==> config.mk <==
export PLATFORM = sky130hd
export DESIGN_NAME = seq_multiplier
export DESIGN_NICKNAME = d
export VERILOG_FILES = /design/src/rtl/seq_multiplier_pkg.sv /design/src/rtl/mul_operand_abs.sv /design/src/rtl/seq_multiplier.sv
export SDC_FILE = /design/constraint.sdc
export NUM_CORES = 1
export LEC_CHECK = 0
export ABC_CLOCK_PERIOD_IN_PS = 4200
export BUFFER_PORTS_ARGS = -buffer_cell sky130_fd_sc_hd__buf_2
export CORE_MARGIN = 3
export CORE_UTILIZATION = 30
export CTS_BUF_LIST = sky130_fd_sc_hd__clkbuf_4 sky130_fd_sc_hd__clkbuf_8
export DETAILED_ROUTE_END_ITERATION = 8
export GPL_ROUTABILITY_DRIVEN = 1
export SLEW_MARGIN = 0
export SYNTH_ARGS = -nofsm -noshare
export SYNTH_HDL_FRONTEND = slang
export SYNTH_SLANG_ARGS = --single-unit
==> constraint.sdc <==
create_clock -name clk -period 4.2 [get_ports clk]
set_input_delay 0.84 -clock clk [delete_from_list [all_inputs] [get_ports clk]]
set_output_delay 0.84 -clock clk [all_outputs]
set_load 0.01 [all_outputs]
==> src/rtl/seq_multiplier_pkg.sv <==
// Shared types and helpers for the iterative shift-add multiplier.
//   state_e : controller states IDLE -> BUSY -> FIN -> DONE
//   abs_op  : magnitude of a w-bit operand, two's complement when is_signed=1
package seq_multiplier_pkg;

  // Widest operand abs_op can handle; callers zero-extend into this width.
  localparam int unsigned ABS_MAX_W = 64;

  typedef enum logic [1:0] {
    IDLE = 2'd0,
    BUSY = 2'd1,
    FIN  = 2'd2,
    DONE = 2'd3
  } state_e;

  // |x| over the low w bits of x. A negative value is negated modulo 2^w, so the
  // most negative value maps onto itself, which is the correct unsigned magnitude.
  function automatic logic [ABS_MAX_W-1:0] abs_op(input logic [ABS_MAX_W-1:0] x,
                                                  input int unsigned          w,
                                                  input logic                 is_signed);
    logic [ABS_MAX_W-1:0] mask;
    logic [ABS_MAX_W-1:0] val;
    logic                 is_neg;
    mask   = (w >= ABS_MAX_W) ? '1 : ((ABS_MAX_W'(1) << w) - ABS_MAX_W'(1));
    val    = x & mask;
    is_neg = (w != 0) && (|(val & (ABS_MAX_W'(1) << (w - 1))));
    if (is_signed && is_neg) begin
      val = (~val + ABS_MAX_W'(1)) & mask;
    end
    return val;
  endfunction

endpackage

==> src/rtl/mul_operand_abs.sv <==
// Operand conditioning for seq_multiplier: converts both operands to magnitudes
// and computes the sign of the product.
//   in_a, in_b : raw operands (WIDTH bits)
//   in_signed  : 1 = two's complement operands, 0 = unsigned
//   abs_a      : |in_a|
//   abs_b      : |in_b|
//   neg        : product must be negated; forced low when either operand is zero
module mul_operand_abs
  import seq_multiplier_pkg::*;
#(
  parameter int unsigned WIDTH = 8
) (
  input  logic [WIDTH-1:0] in_a,
  input  logic [WIDTH-1:0] in_b,
  input  logic             in_signed,
  output logic [WIDTH-1:0] abs_a,
  output logic [WIDTH-1:0] abs_b,
  output logic             neg
);

  assign abs_a = WIDTH'(abs_op(ABS_MAX_W'(in_a), WIDTH, in_signed));
  assign abs_b = WIDTH'(abs_op(ABS_MAX_W'(in_b), WIDTH, in_signed));

  // A zero operand never yields a negative result, so there is no -0 to resolve.
  assign neg = in_signed & (in_a[WIDTH-1] ^ in_b[WIDTH-1]) & (|in_a) & (|in_b);

endmodule

==> src/rtl/seq_multiplier.sv <==
// Iterative shift-add multiplier, WIDTH x WIDTH -> 2*WIDTH, one partial product
// per clock, signed or unsigned per operation, one operation in flight.
// Optional feature macro: SEQ_MULTIPLIER_EARLY_TERM_EN -- when defined, BUSY ends
// as soon as the remaining multiplier bits are all zero (minimum one step).
//   clk       : clock, rising edge
//   rst       : asynchronous, active-high reset
//   in_a      : multiplicand
//   in_b      : multiplier
//   in_signed : 1 = two's complement operands
//   in_vld    : operands valid
//   in_rdy    : block can accept operands (combinational)
//   res       : product, held while res_vld=1
//   res_vld   : product valid
//   res_rdy   : consumer accepts product
module seq_multiplier
  import seq_multiplier_pkg::*;
#(
  parameter int unsigned WIDTH = 8
) (
  input  logic               clk,
  input  logic               rst,
  input  logic [WIDTH-1:0]   in_a,
  input  logic [WIDTH-1:0]   in_b,
  input  logic               in_signed,
  input  logic               in_vld,
  output logic               in_rdy,
  output logic [2*WIDTH-1:0] res,
  output logic               res_vld,
  input  logic               res_rdy
);

  localparam int unsigned PW = 2 * WIDTH;

  state_e           state;
  logic [PW-1:0]    mcand;
  logic [PW-1:0]    acc;
  logic [WIDTH-1:0] mplier;
  logic             neg;

  logic [WIDTH-1:0] abs_a;
  logic [WIDTH-1:0] abs_b;
  logic             op_neg;
  logic             accept;
  logic             last_step;
  logic [PW-1:0]    acc_step;

  mul_operand_abs #(
    .WIDTH (WIDTH)
  ) u_operand_abs (
    .in_a      (in_a),
    .in_b      (in_b),
    .in_signed (in_signed),
    .abs_a     (abs_a),
    .abs_b     (abs_b),
    .neg       (op_neg)
  );

  // Ready in IDLE, or in DONE when the result pops on this edge (no bubble).
  // Held low during reset.
  assign in_rdy = ~rst & ((state == IDLE) | ((state == DONE) & res_rdy));
  assign accept = in_vld & in_rdy;

  // One partial product per step.
  assign acc_step = mplier[0] ? (acc + mcand) : acc;

`ifdef SEQ_MULTIPLIER_EARLY_TERM_EN
  // Last step when no set bits remain above the one consumed now.
  assign last_step = (mplier[WIDTH-1:1] == '0);
`else
  localparam int unsigned CNT_W = $clog2(WIDTH + 1);

  logic [CNT_W-1:0] cnt;

  // cnt counts completed steps; the step taken with cnt==WIDTH-1 is the last.
  assign last_step = (cnt == CNT_W'(WIDTH - 1));
`endif

  // Controller and datapath.
  always_ff @(posedge clk or posedge rst) begin
    if (rst) begin
      state   <= IDLE;
      mcand   <= '0;
      acc     <= '0;
      mplier  <= '0;
      neg     <= 1'b0;
      res     <= '0;
      res_vld <= 1'b0;
`ifndef SEQ_MULTIPLIER_EARLY_TERM_EN
      cnt     <= '0;
`endif
    end else begin
      // Operands are captured only on the accept edge (IDLE or DONE only).
      if (accept) begin
        mcand  <= PW'(abs_a);
        mplier <= abs_b;
        acc    <= '0;
        neg    <= op_neg;
`ifndef SEQ_MULTIPLIER_EARLY_TERM_EN
        cnt    <= '0;
`endif
      end

      case (state)
        IDLE: begin
          if (accept) begin
            state <= BUSY;
          end
        end
        BUSY: begin
          acc    <= acc_step;
          mcand  <= mcand << 1;
          mplier <= mplier >> 1;
`ifndef SEQ_MULTIPLIER_EARLY_TERM_EN
          cnt    <= cnt + CNT_W'(1);
`endif
          if (last_step) begin
            state <= FIN;
          end
        end
        FIN: begin
          res     <= neg ? (-acc) : acc;
          res_vld <= 1'b1;
          state   <= DONE;
        end
        DONE: begin
          if (res_rdy) begin
            res_vld <= 1'b0;
            state   <= accept ? BUSY : IDLE;
          end
        end
        default: begin
          state <= IDLE;
        end
      endcase
    end
  end

endmodule

== Yosys cells after proc, flatten, opt, wreduce, memory -nomap -nowiden ==
Cells that the tools add are included.

* Flip-flop bits (word level): 64
* Output and inout bits: 18
* Input bits: 21

* Reductions and logical operators: 10
* Add/sub/neg operators: 5
* Bitwise gates (word level): 11
* Equal/unequal tests: 8
* Multiplexer cells: 19

{| class="wikitable"
|+ Operators by type and width
! kind !! number
|-
| $mux W16 || 6
|-
| $mux W8 || 4
|-
| $add A16 B16 Y16 || 1
|-
| $add A8 B1 Y8 const B || 2
|-
| $neg A16 Y16 || 1
|-
| $not A8 Y8 || 2
|-
| $reduce_or A8 Y1 || 2
|-
| $mux W4 || 2
|-
| $ne A2 B2 Y1 const B || 4
|-
| $pmux W2 S4 || 1
|-
| $and A1 B1 Y1 || 6
|-
| $mux W2 || 3
|-
| $add A4 B1 Y4 const B || 1
|-
| $eq A2 B2 Y1 const B || 2
|-
| $eq A4 B3 Y1 const B || 1
|-
| $reduce_and A2 Y1 || 2
|-
| $reduce_bool A2 Y1 || 2
|-
| $reduce_and A3 Y1 || 1
|-
| $eq A2 B1 Y1 const B || 1
|-
| $logic_and A1 B1 Y1 || 2
|-
| $logic_not A2 Y1 || 1
|-
| $mux W1 || 2
|-
| $pmux W1 S2 || 1
|-
| $not A1 Y1 || 1
|-
| other kinds (2) || 2
|}

== Logic depth before layout (Yosys ltp) ==
Gate-level depths: netlist of the first run.

* Depth after elaboration: 8
* Depth in mapped cells: 9
* Mapped depth without buffers: 9

== Modules after synthesis ==
From an unflattened synthesis of the first run, not the netlist that was laid out.

* Cell total of the unflattened synthesis: 443
* Area, all modules: 4002.6 µm²

{| class="wikitable"
|+ Modules (own cells, without submodules)
! module !! cells each !! area each (µm²) !! seq. area each (µm²) !! instances
|-
| seq_multiplier || 393 || 3659.8 || 1601.5 || 1
|-
| mul_operand_abs || 50 || 342.8 || 0.0 || 1
|}

== Worst setup path before layout of the first run ==
No wires, ideal clock.

* Kind: register -> register
* From: register acc[0]
* To: register acc[14]
* Required time: 4.066 ns
* Cell stages (with the launch flop): 10
* Path slack: 1.999 ns
* Setup time: 0.134 ns
* Arrival: 2.066 ns
* Cell sequence: dfrtp_1 ha_1 inv_1 fa_1 nor2b_4 o31a_1 o311a_1 or3_1 xnor2_1 o22ai_1

* Cells in the longest elaborated chain, start to end: 3

{| class="wikitable"
|+ RTL lines
! what !! RTL line !! RTL
|-
| from (decl) || seq_multiplier.sv:36 || <nowiki>logic [PW-1:0] acc;</nowiki>
|-
| from (signal assigned) || seq_multiplier.sv:110 || <nowiki>acc <= acc_step;</nowiki>
|-
| $add A16 B16 Y16 || seq_multiplier.sv:64 || <nowiki>assign acc_step = mplier[0] ? (acc + mcand) : acc;</nowiki>
|-
| $mux W16 || seq_multiplier.sv:64 ||
|-
| $mux W16 || seq_multiplier.sv:103 || <nowiki>case (state)</nowiki>
|}

Every way passes these cells. The select of a mux whose other input is x is not followed.
A chain may end at the register's enable or synchronous reset.

== Worst setup path in the final report of the first run ==
Same ends and word-level chain as after synthesis.

==> out/metrics.cfg, run 1 <==
[yosys]
synthCells = 459
yosysTopAreaCellShare_pct = 40.2
synth_compound_area_share_pct = 22.3
synth_warnings = 0
synth_nets = 505
ys_ff_latch = 64
synth-adder-area-share_pct = 8.03
synthSimpleGateAreaFrac_pct = 17.8
synth_top_family_by_area = compound AO/OA/AOI/OAI gates
synth-edff-count = 0
synth.area.mux_share_pct = 1.29
yosysUniqueCellTypes = 53
synthTopCellsByArea = dfrtp_1 (40%), ha_1 (7.5%), a21oi_1 (6.6%)
netlist_area_um2 = 3990
synth_largest_area_cell = dfrtp_1
async_flop_share_pct = 100
synth_ff_type = dfrtp_1
synth.avg_cell_area_um2 = 8.69
synth-xor-area-share_pct = 7.25
ys_seq_area_share_pct = 40.2

[route]
wl_met2_mm = 3.95
drc = 0
avgViaCountPerCell = 5.01
drt_iter0_drc = 196
wire_per_inst_um = 13.2
met1_length_mm = 4.39
ant_nets = 0
routed_wl_mm = 8.84
top_signal_layer_used = met4
vias = 3359
first_pass_iters = 4
wl_met3_um = 385

[hold_path]
hold_path_end = mplier[6]$_DFFE_PP0P_
hp-start = mplier[7]$_DFFE_PP0P_
worstHoldPathCells = 2
worstHoldPathType = flip-flop to flip-flop

[floorplan]
die_w_um = 121
pin_count = 39
row_count = 41
dieArea_um2 = 14700
start_util_pct = 31.1
coreArea_um2 = 12800
die_h_um = 121

[status]
outcome = complete, no violations

[flow_run]
maxCapViolCount = 0

[timing]
tightest_slew_ns = 0.707
max_slew_margin_pct = 52.8
skew_ns = 0.00787
rsz0062_at_grt = false
max_freq_mhz = 412
whs_ns = 0.485
setup_viol = 0
hold_viol = 0
min_period_ns = 2.43
slew_viol_final = 0
tns_ns = 0
min_period_over_period_pct = 57.8

[cells_and_area]
layout_common_cells = nand2_1 (67), dfrtp_1 (64), a21oi_1 (53)
area_growth_pct = 14.4
final_core_util_pct = 35.6
final_common_cell = nand2_1
fillers = 1323
antenna_cells = 0
drive_gt1_share_pct = 13.8
fin_nets = 540
multi_input_area_um2 = 2260
register_area_um2 = 1600

[setup_path]
end_kind = flip-flop
cp.arrival_ns = 2.63
r2r-start = acc[0]$_DFFE_PP0P_
critPathKind = flip-flop to flip-flop
cp_max_fo = 5
cp.required_ns = 4.40
cp-start-kind = flip-flop
rr_worst_depth = 9
r2r-end = acc[14]$_DFFE_PP0P_
reg2reg_slack_ns = 1.77

[place]
gp_congestion = 0.827
port_buffers = 38
dp_hpwl_mm = 6.65

[clocking]
cts_hold_buf = 0
clock-sinks = 64
htreeDepth = 3
cts_setup_buffers = 0
cts_tree = built
cts.repair.resized = 0
ctsLongestPathBuffers = 2
cts_root_buf = clkbuf_8
cts_buffers = 9
cts.clk_slew.worst_paths_ns = 0.07
clk_latency_ns = 0.35

[pwr]
p_per_area_nw_per_um2 = 714
swShare_pct = 43.2
p_sw_w = 0.00141
p_seq_share_pct = 35.3
clkPwrFrac_pct = 16.7
power.total_w = 0.00326
combPwrFrac_pct = 47.9
p_leak_nw = 2.02
intPower_w = 0.00185
peakVddDrop_mv = 0.440

[global_routing]
grt_overflow = 0
antenna_found_initial = 0
first_global_vias = 3275
grt_pass1_wl_mm = 15.5
grtUsageTotal_pct = 12.9
grt_max_degree = 58

==> area by class of cell <==
type	instances	area share, %
Clock inverter	3	0.877
Tap cell	172	4.72
Multi-Input combinational cell	361	49.5
Sequential cell	64	35.1
Clock buffer	13	3.65
Timing Repair Buffer	42	4.83
Inverter	16	1.32
==> state kept, by name, indices dropped and copies added, names as in the netlist <==
register / count
acc: 16
mcand: 16
res: 16
mplier: 8
cnt: 4
state: 2
neg: 1
res_vld: 1
==> cell usage after synthesis (3+ instances only) <==
library cell  count
mux2i_1           4
ha_1             24
or3_1             3
o22ai_1           3
nand4_1           3
nor2_1           40
dfrtp_1          64
o211ai_1          3
o31ai_1           7
a31oi_1           3
nor2b_1           4
a22o_1            6
xor2_1           16
a21oi_1          53
xnor2_1          17
inv_1            16
a211oi_1          5
o21ai_0          43
nand3_1          10
nand2_1          67
nor3_1            7
and2_1            3
nand3b_1          4
clkbuf_1         17
o21a_1            3
a21o_1            3
==> worst max-delay path by stage <==
| stage | end | cells past startpoint | startpoint |
|---|---|---|---|
| 2_1_floorplan | acc[0]$_DFFE_PP0P_ | 1 | rst |
| 3_3_place_gp | acc[14]$_DFFE_PP0P_ | 9 | acc[0]$_DFFE_PP0P_ |
| 3_5_place_dp | acc[14]$_DFFE_PP0P_ | 9 | acc[0]$_DFFE_PP0P_ |
| 4_1_cts | acc[14]$_DFFE_PP0P_ | 9 | acc[0]$_DFFE_PP0P_ |
| 5_1_grt | acc[13]$_DFFE_PP0P_ | 6 | state[1]$_DFFE_PP0P_ |
| 6_report | acc[14]$_DFFE_PP0P_ | 9 | acc[0]$_DFFE_PP0P_ |
==> worst max-delay path, stage by stage, from the launching register on <==
cell	delay, ns
dfrtp_1	0.44
ha_1	0.23
inv_1	0.07
fa_1	0.25
nor2b_4	0.06
o31a_1	0.30
o311a_1	0.35
or3_1	0.32
xnor2_1	0.14
o22ai_1	0.10
==> stage by stage <==
step	cells	setup WS (ns)	instance area, um^2
finish	671	1.77	4560
CTS	671	1.77	4560
floorplan	459	1.76	3990
global route	671	1.49	4560
global placement	655	1.85	4360
detailed placement	655	1.78	4360
==> metal layers <==
layer | global-route usage (%) | vias to the layer above
met1 | 17.7 | 1593
met2 | 20.0 | 61
met4 | 3.71 | 0
li1 | - | 1692
met5 | 0 | -
met3 | 3.36 | 13
==> power by group through the flow <==
stage | Combinational [W] | Clock [W] | Sequential, W
2_1_floorplan | 0.00120 | 0 | 0.00111
3_3_place_gp | 0.00153 | 0 | 0.00115
3_5_place_dp | 0.00156 | 0 | 0.00116
4_1_cts | 0.00157 | 0.000564 | 0.00115
5_1_grt | 0.00179 | 0.000585 | 0.00120
6_report | 0.00156 | 0.000546 | 0.00115
==> kinds of logic (layout without fill, tap and decap cells) <==
kind of cell / Yosys count / count (layout)
adder cells (fa/ha/maj): 25 / 25
AO/OA/AOI/OAI: 146 / 146
multiplexers: 5 / 5
XOR/XNOR: 33 / 33
AND/OR/NAND/NOR: 152 / 152
buffers and inverters: 34 / 74
flip-flops: 64 / 64
No activity file was read; power rests on OpenSTA's default activity.
==> run 2: changes to the inputs <==
ABC_CLOCK_PERIOD_IN_PS = 2500   (was 4200)
clock period = 2.5 ns   (was 4.2 ns; I/O delays follow)
==> out/metrics.cfg, run 2 (synthesis gave the netlist of run 1 again) <==
[route]
top_signal_layer_used = met4
ant_nets = 0  ; unchanged
wire_per_inst_um = 13.2  ; about the same
drc = 0  ; unchanged
wl_met3_um = 340  ; -12%
vias = 3353  ; -0.18%
drt_iter0_drc = 179  ; -8.7%
met1_length_mm = 4.36  ; -0.71%
first_pass_iters = 4  ; unchanged
avgViaCountPerCell = 4.96  ; -0.92%
routed_wl_mm = 8.91  ; +0.80%
wl_met2_mm = 4.08  ; +3.4%

[floorplan]
start_util_pct = 31.1  ; unchanged
pin_count = 39  ; unchanged
row_count = 41  ; unchanged
die_w_um = 121  ; unchanged
coreArea_um2 = 12800  ; unchanged
die_h_um = 121  ; unchanged
dieArea_um2 = 14700  ; unchanged

[hold_path]
worstHoldPathType = input port to async pin

[clocking]
cts_root_buf = clkbuf_8
clk_latency_ns = 0.34  ; about the same
cts_buffers = 9  ; unchanged
cts_setup_buffers = 0  ; unchanged
cts_hold_buf = 0  ; unchanged
ctsLongestPathBuffers = 2  ; unchanged
clock-sinks = 64  ; unchanged
cts.clk_slew.worst_paths_ns = 0.07  ; about the same
cts_tree = built
htreeDepth = 3  ; unchanged

[setup_path]
critPathKind = flip-flop to flip-flop
cp_max_fo = 5  ; unchanged
cp-start-kind = flip-flop
cp.required_ns = 2.72  ; -1.68 ns
end_kind = flip-flop
cp.arrival_ns = 2.58  ; -0.05 ns

[pwr]
peakVddDrop_mv = 0.324  ; -26%
p_per_area_nw_per_um2 = 1190  ; +66%
p_leak_nw = 2.05  ; +1.4%

[timing]
rsz0062_at_grt = false
min_period_ns = 2.36  ; -0.0696 ns
hold_viol = 0  ; unchanged
min_period_over_period_pct = 94.4  ; +37 points
tns_ns = 0  ; unchanged
slew_viol_final = 0  ; unchanged
whs_ns = 0.216  ; -0.269 ns
max_slew_margin_pct = 60.6  ; +7.8 points
max_freq_mhz = 424  ; +3.0%
setup_viol = 0  ; unchanged
tightest_slew_ns = 0.591  ; -0.116 ns
skew_ns = 0.0123  ; +0.00444 ns

[cells_and_area]
multi_input_area_um2 = 2260  ; +0.11%
fin_area_um2 = 4610  ; +0.96%
antenna_cells = 0  ; unchanged
final_common_cell = nand2_1
drive_gt1_share_pct = 14.9  ; +1.1 points
layout_common_cells = nand2_1 (67), dfrtp_1 (64), a21oi_1 (53)
area_growth_pct = 15.5
fillers = 1341  ; +1.4%
register_area_um2 = 1600  ; unchanged
reg_top3 = acc: 16 flops, mcand: 16 flops, res: 16 flops
fin_nets = 546  ; +1.1%

[global_routing]
first_global_vias = 3208  ; -2.0%
grt_max_degree = 65  ; +12%
grtUsageTotal_pct = 12.6  ; -0.24 points
antenna_found_initial = 0  ; unchanged
grt_pass1_wl_mm = 15.3  ; -1.5%
grt_overflow = 0  ; unchanged

[status]
outcome = complete, no violations

[flow_run]
maxCapViolCount = 0  ; unchanged

[place]
postPlaceCellArea_um2 = 4410  ; +1.3%
dp_hpwl_mm = 6.72  ; +1.1%
gp_congestion = 0.938  ; +13%
port_buffers = 38  ; unchanged

-- run 2: power by group --
| part | internal (W) | switching, W |
|---|---|---|
| logic | 0.00114 | 0.00154 |
| clock network | 0.000488 | 0.000379 |
| registers | 0.00149 | 0.000434 |
| total | 0.00311 | 0.00236 |
-- run 2: worst paths after layout --
check / slack (ns) / startpoint / cells past startpoint / to
min in group clk: 0.36 / res_rdy / 2 / res_vld$_DFFE_PP0P_
max: 0.14 / acc[0]$_DFFE_PP0P_ / 9 / acc[14]$_DFFE_PP0P_
min reg2reg: 0.49 / mplier[3]$_DFFE_PP0P_ / 2 / mplier[2]$_DFFE_PP0P_
min: 0.22 / rst / 3 / cnt[3]$_DFFE_PP0P_
max in group asynchronous: 1.99 / rst / 3 / acc[10]$_DFFE_PP0P_
max reg2reg: 0.14 / acc[0]$_DFFE_PP0P_ / 9 / acc[14]$_DFFE_PP0P_
-- run 2: layer usage --
metal,track usage (%),vias to the layer above
li1,-,1709
met1,17.3,1559
met2,20.1,70
met3,2.70,15
met4,3.64,0
met5,0,-
-- run 2: layout make-up --
cell class	count	share of cell area, %
Multi-Input combinational cell	361	49.1
Timing Repair Buffer	48	6.03
Tap cell	172	4.67
Sequential cell	64	34.8
Inverter	16	1.30
Clock inverter	4	0.978
Clock buffer	11	3.15
-- run 2: critical path, cell delays in order (launching register included) --
cell and delay [ns]:
dfrtp_1 0.43, ha_1 0.25, inv_1 0.08, fa_2 0.24, nor2b_4 0.05, o31a_1 0.29
o311a_1 0.35, or3_1 0.32, xnor2_1 0.14, o22ai_1 0.09
-- run 2: stage by stage --
stage          utilization, %  worst slack (ns)  cells  power (W)
2_1_floorplan               -             0.299    459    0.00389
3_3_place_gp             34.4             0.191    661    0.00455
3_5_place_dp             34.4             0.158    661    0.00462
4_1_cts                  35.9             0.141    676    0.00552
5_1_grt                  35.9            0.0178    676    0.00600
6_report                 35.9             0.141    676    0.00547
-- run 2: what timing repair did --
action | 4_1_cts | 5_1_grt
gates resized for setup | 0 | 2
setup endpoints to repair | 0 | 2
hold endpoints to repair | 0 | 0
==> run 3: changes to the inputs <==
ABC_AREA = 1   (was not set)
CORE_UTILIZATION = 51   (was 30)
PLACE_DENSITY = 0.7   (was not set)
==> out/metrics.cfg, run 3 <==
[route]
routed_wl_mm = 9.83  ; +10%
drc = 0  ; unchanged
vias = 3832  ; +14%
wire_per_inst_um = 13.4  ; +1.5%
avgViaCountPerCell = 5.21  ; +5.1%
first_pass_iters = 5  ; +1
ant_nets = 0  ; unchanged
drt_iter0_drc = 146  ; -18%

[floorplan]
row_count = 32  ; -22%
die_h_um = 98.1  ; -19%
dieArea_um2 = 9630  ; -35%
coreArea_um2 = 7970  ; -38%
die_w_um = 98.1  ; -19%
start_util_pct = 54.3  ; +23 points
pin_count = 39  ; unchanged

[cells_and_area]
antenna_cells = 0  ; unchanged
final_common_cell = nand2_1
area_growth_pct = 10.1
register_area_um2 = 1600  ; unchanged
reg_top3 = acc: 16 flops, mcand: 16 flops, res: 16 flops
drive_gt1_share_pct = 12.0  ; -2.9 points
layout_common_cells = nand2_1 (181), inv_1 (96), dfrtp_1 (64)
fin_nets = 677  ; +24%
multi_input_area_um2 = 2270  ; +0.50%
fillers = 756  ; -44%
final_core_util_pct = 59.8  ; +24 points

[yosys]
ys_seq_area_share_pct = 37.0  ; -3.1 points
synth_top_family_by_area = simple AND/OR/NAND/NOR gates
synthTopCellsByArea = dfrtp_1 (37%), nand2_1 (16%), inv_1 (8.4%)
synth-xor-area-share_pct = 3.64  ; -3.6 points
synthSimpleGateAreaFrac_pct = 28.4  ; +11 points
ys_ff_latch = 64  ; unchanged
synth.avg_cell_area_um2 = 7.34  ; -16%
synth_nets = 636  ; +26%
netlist_area_um2 = 4330  ; +8.5%
synth_ff_type = dfrtp_1
synth.area.mux_share_pct = 0  ; -1.3 points
yosysTopAreaCellShare_pct = 37.0  ; -3.1 points
synth_warnings = 0  ; unchanged
synth-adder-area-share_pct = 7.40  ; -0.63 points
synth_largest_area_cell = dfrtp_1
yosysUniqueCellTypes = 34  ; -36%
synth.most_common_cell = nand2_1
synth_compound_area_share_pct = 13.1  ; -9.2 points
synthTopCellsByCount = nand2_1 (181), inv_1 (97), dfrtp_1 (64)
synthCells = 590  ; +29%
async_flop_share_pct = 100  ; unchanged
synth-edff-count = 0  ; unchanged

[setup_path]
cp_common_cell = inv_1
cpMaxStageDelayCell = dfrtp_1
cp_slowest_stage_delay_ns = 0.43  ; about the same
cp-start-kind = flip-flop
cp.required_ns = 2.00  ; -0.72 ns
critPathKind = flip-flop to primary output
crit_path_cell_trace = inv_1, ha_1, inv_1, a21oi_4, buf_2
cp.arrival_ns = 1.48  ; -1.10 ns
end_kind = primary output
critPathBufInv = 3  ; +2
cp_max_fo = 5  ; unchanged
crit_family = flip-flops

[clocking]
cts.clk_slew.worst_paths_ns = 0.06  ; about the same
clock-sinks = 64  ; unchanged
htreeDepth = 3  ; unchanged
cts_setup_buffers = 0  ; unchanged
ctsLongestPathBuffers = 2  ; unchanged
cts_tree = built
cts_hold_buf = 0  ; unchanged
cts.repair.resized = 0  ; unchanged
cts_buffers = 9  ; unchanged
cts_root_buf = clkbuf_8
clk_latency_ns = 0.34  ; about the same

[pwr]
peakVddDrop_mv = 0.521  ; +61%
p_leak_nw = 2.63  ; +28%
power.total_w = 0.00525  ; -4.1%
p_per_area_nw_per_um2 = 1100  ; -7.3%

[timing]
tns_ns = 0  ; unchanged
hold_viol = 0  ; unchanged
slew_viol_final = 0  ; unchanged
setup_viol = 0  ; unchanged
max_freq_mhz = 505  ; +19%
rsz0062_at_grt = false
skew_ns = 0.00792  ; -0.00439 ns
tightest_slew_ns = 0.799  ; +0.208 ns
whs_ns = 0.375  ; +0.159 ns
min_period_ns = 1.98  ; -0.379 ns
min_period_over_period_pct = 79.2  ; -15 points
max_slew_margin_pct = 46.7  ; -14 points

[place]
port_buffers = 38  ; unchanged
dp_hpwl_mm = 7.61  ; +13%
gp_congestion = 0.912  ; -2.8%

[global_routing]
grt_max_degree = 65  ; unchanged
grt_pass1_wl_mm = 16.8  ; +10%
grt_overflow = 0  ; unchanged
grtUsageTotal_pct = 21.5  ; +8.9 points
antenna_found_initial = 0  ; unchanged
first_global_vias = 3794  ; +18%

[flow_run]
maxCapViolCount = 0  ; unchanged

[hold_path]
worstHoldPathType = input port to flip-flop

[status]
outcome = complete, no violations

run 3: cell types whose count changed after synthesis, sizes merged, moves of 10 or more:
cell	delta
a21oi	-36
clkbuf	-11
inv	+85
nand2	+117
nand3	+35
o22ai	+10
xnor2	-15
run 3: cells by family after synthesis:
group                    after synthesis
buffers and inverters                112
AND/OR/NAND/NOR                      286
AO/OA/AOI/OAI                         85
flip-flops                            64
adder cells (fa/ha/maj)               25
XOR/XNOR                              18
run 3: worst reg2reg max path: cells and delay by family (launching register included):
kind / cells / cell delay (ns)
flops: 1 / 0.37
buf+inv: 4 / 0.77
fa+ha+maj: 1 / 0.22
simple gates: 2 / 0.29
compound gates: 2 / 0.14
run 3: per-stage QoR:
| stage | worst slack [ns] | std cells | instance area (um^2) |
|---|---|---|---|
| final | 0.520 | 735 | 4760 |
| after global routing | 0.443 | 735 | 4760 |
| after CTS | 0.506 | 735 | 4760 |
| after detailed placement | 0.679 | 722 | 4600 |
| after global placement | 0.695 | 722 | 4600 |
| after floorplan | 0.00754 | 590 | 4330 |
run 3: final timing paths:
path,slack (ns),start,cells past startpoint,endpoint
hold / removal,0.38,res_rdy,2,res_vld$_DFFE_PP0P_
hold reg to reg,0.47,res[13]$_DFFE_PP0P_,2,res[13]$_DFFE_PP0P_
min in group asynchronous,0.43,rst,3,mplier[6]$_DFFE_PP0P_
setup / recovery,0.52,state[0]$_DFFE_PP0P_,5,in_rdy
setup reg to reg,0.63,state[1]$_DFFE_PP0P_,9,mplier[5]$_DFFE_PP0P_
max in group asynchronous,1.55,rst,3,acc[2]$_DFFE_PP0P_
run 3: report_power, final:
part | internal [W] | switching, W | total, W
Combinational | 0.000990 | 0.00168 | 0.00267
Sequential | 0.00144 | 0.000362 | 0.00180
Clock | 0.000407 | 0.000373 | 0.000780
Total | 0.00283 | 0.00241 | 0.00525
run 3: final cells by class:
class	count	share of cell area, %
timing repair buffer	41	4.47
inverter	101	8.06
multi-input combinational	414	47.7
clock inverter	1	0.105
tap	102	2.68
clock buffer	12	3.34
sequential	64	33.6
run 3: routing by layer:
metal  GRT usage, %  vias to the layer above  wire [um]
met5              0                        -          0
met4           10.2                        0        257
met3           4.07                       18        466
met2           37.5                       96       4800
met1           25.5                     1754       4300
li1               -                     1964          -
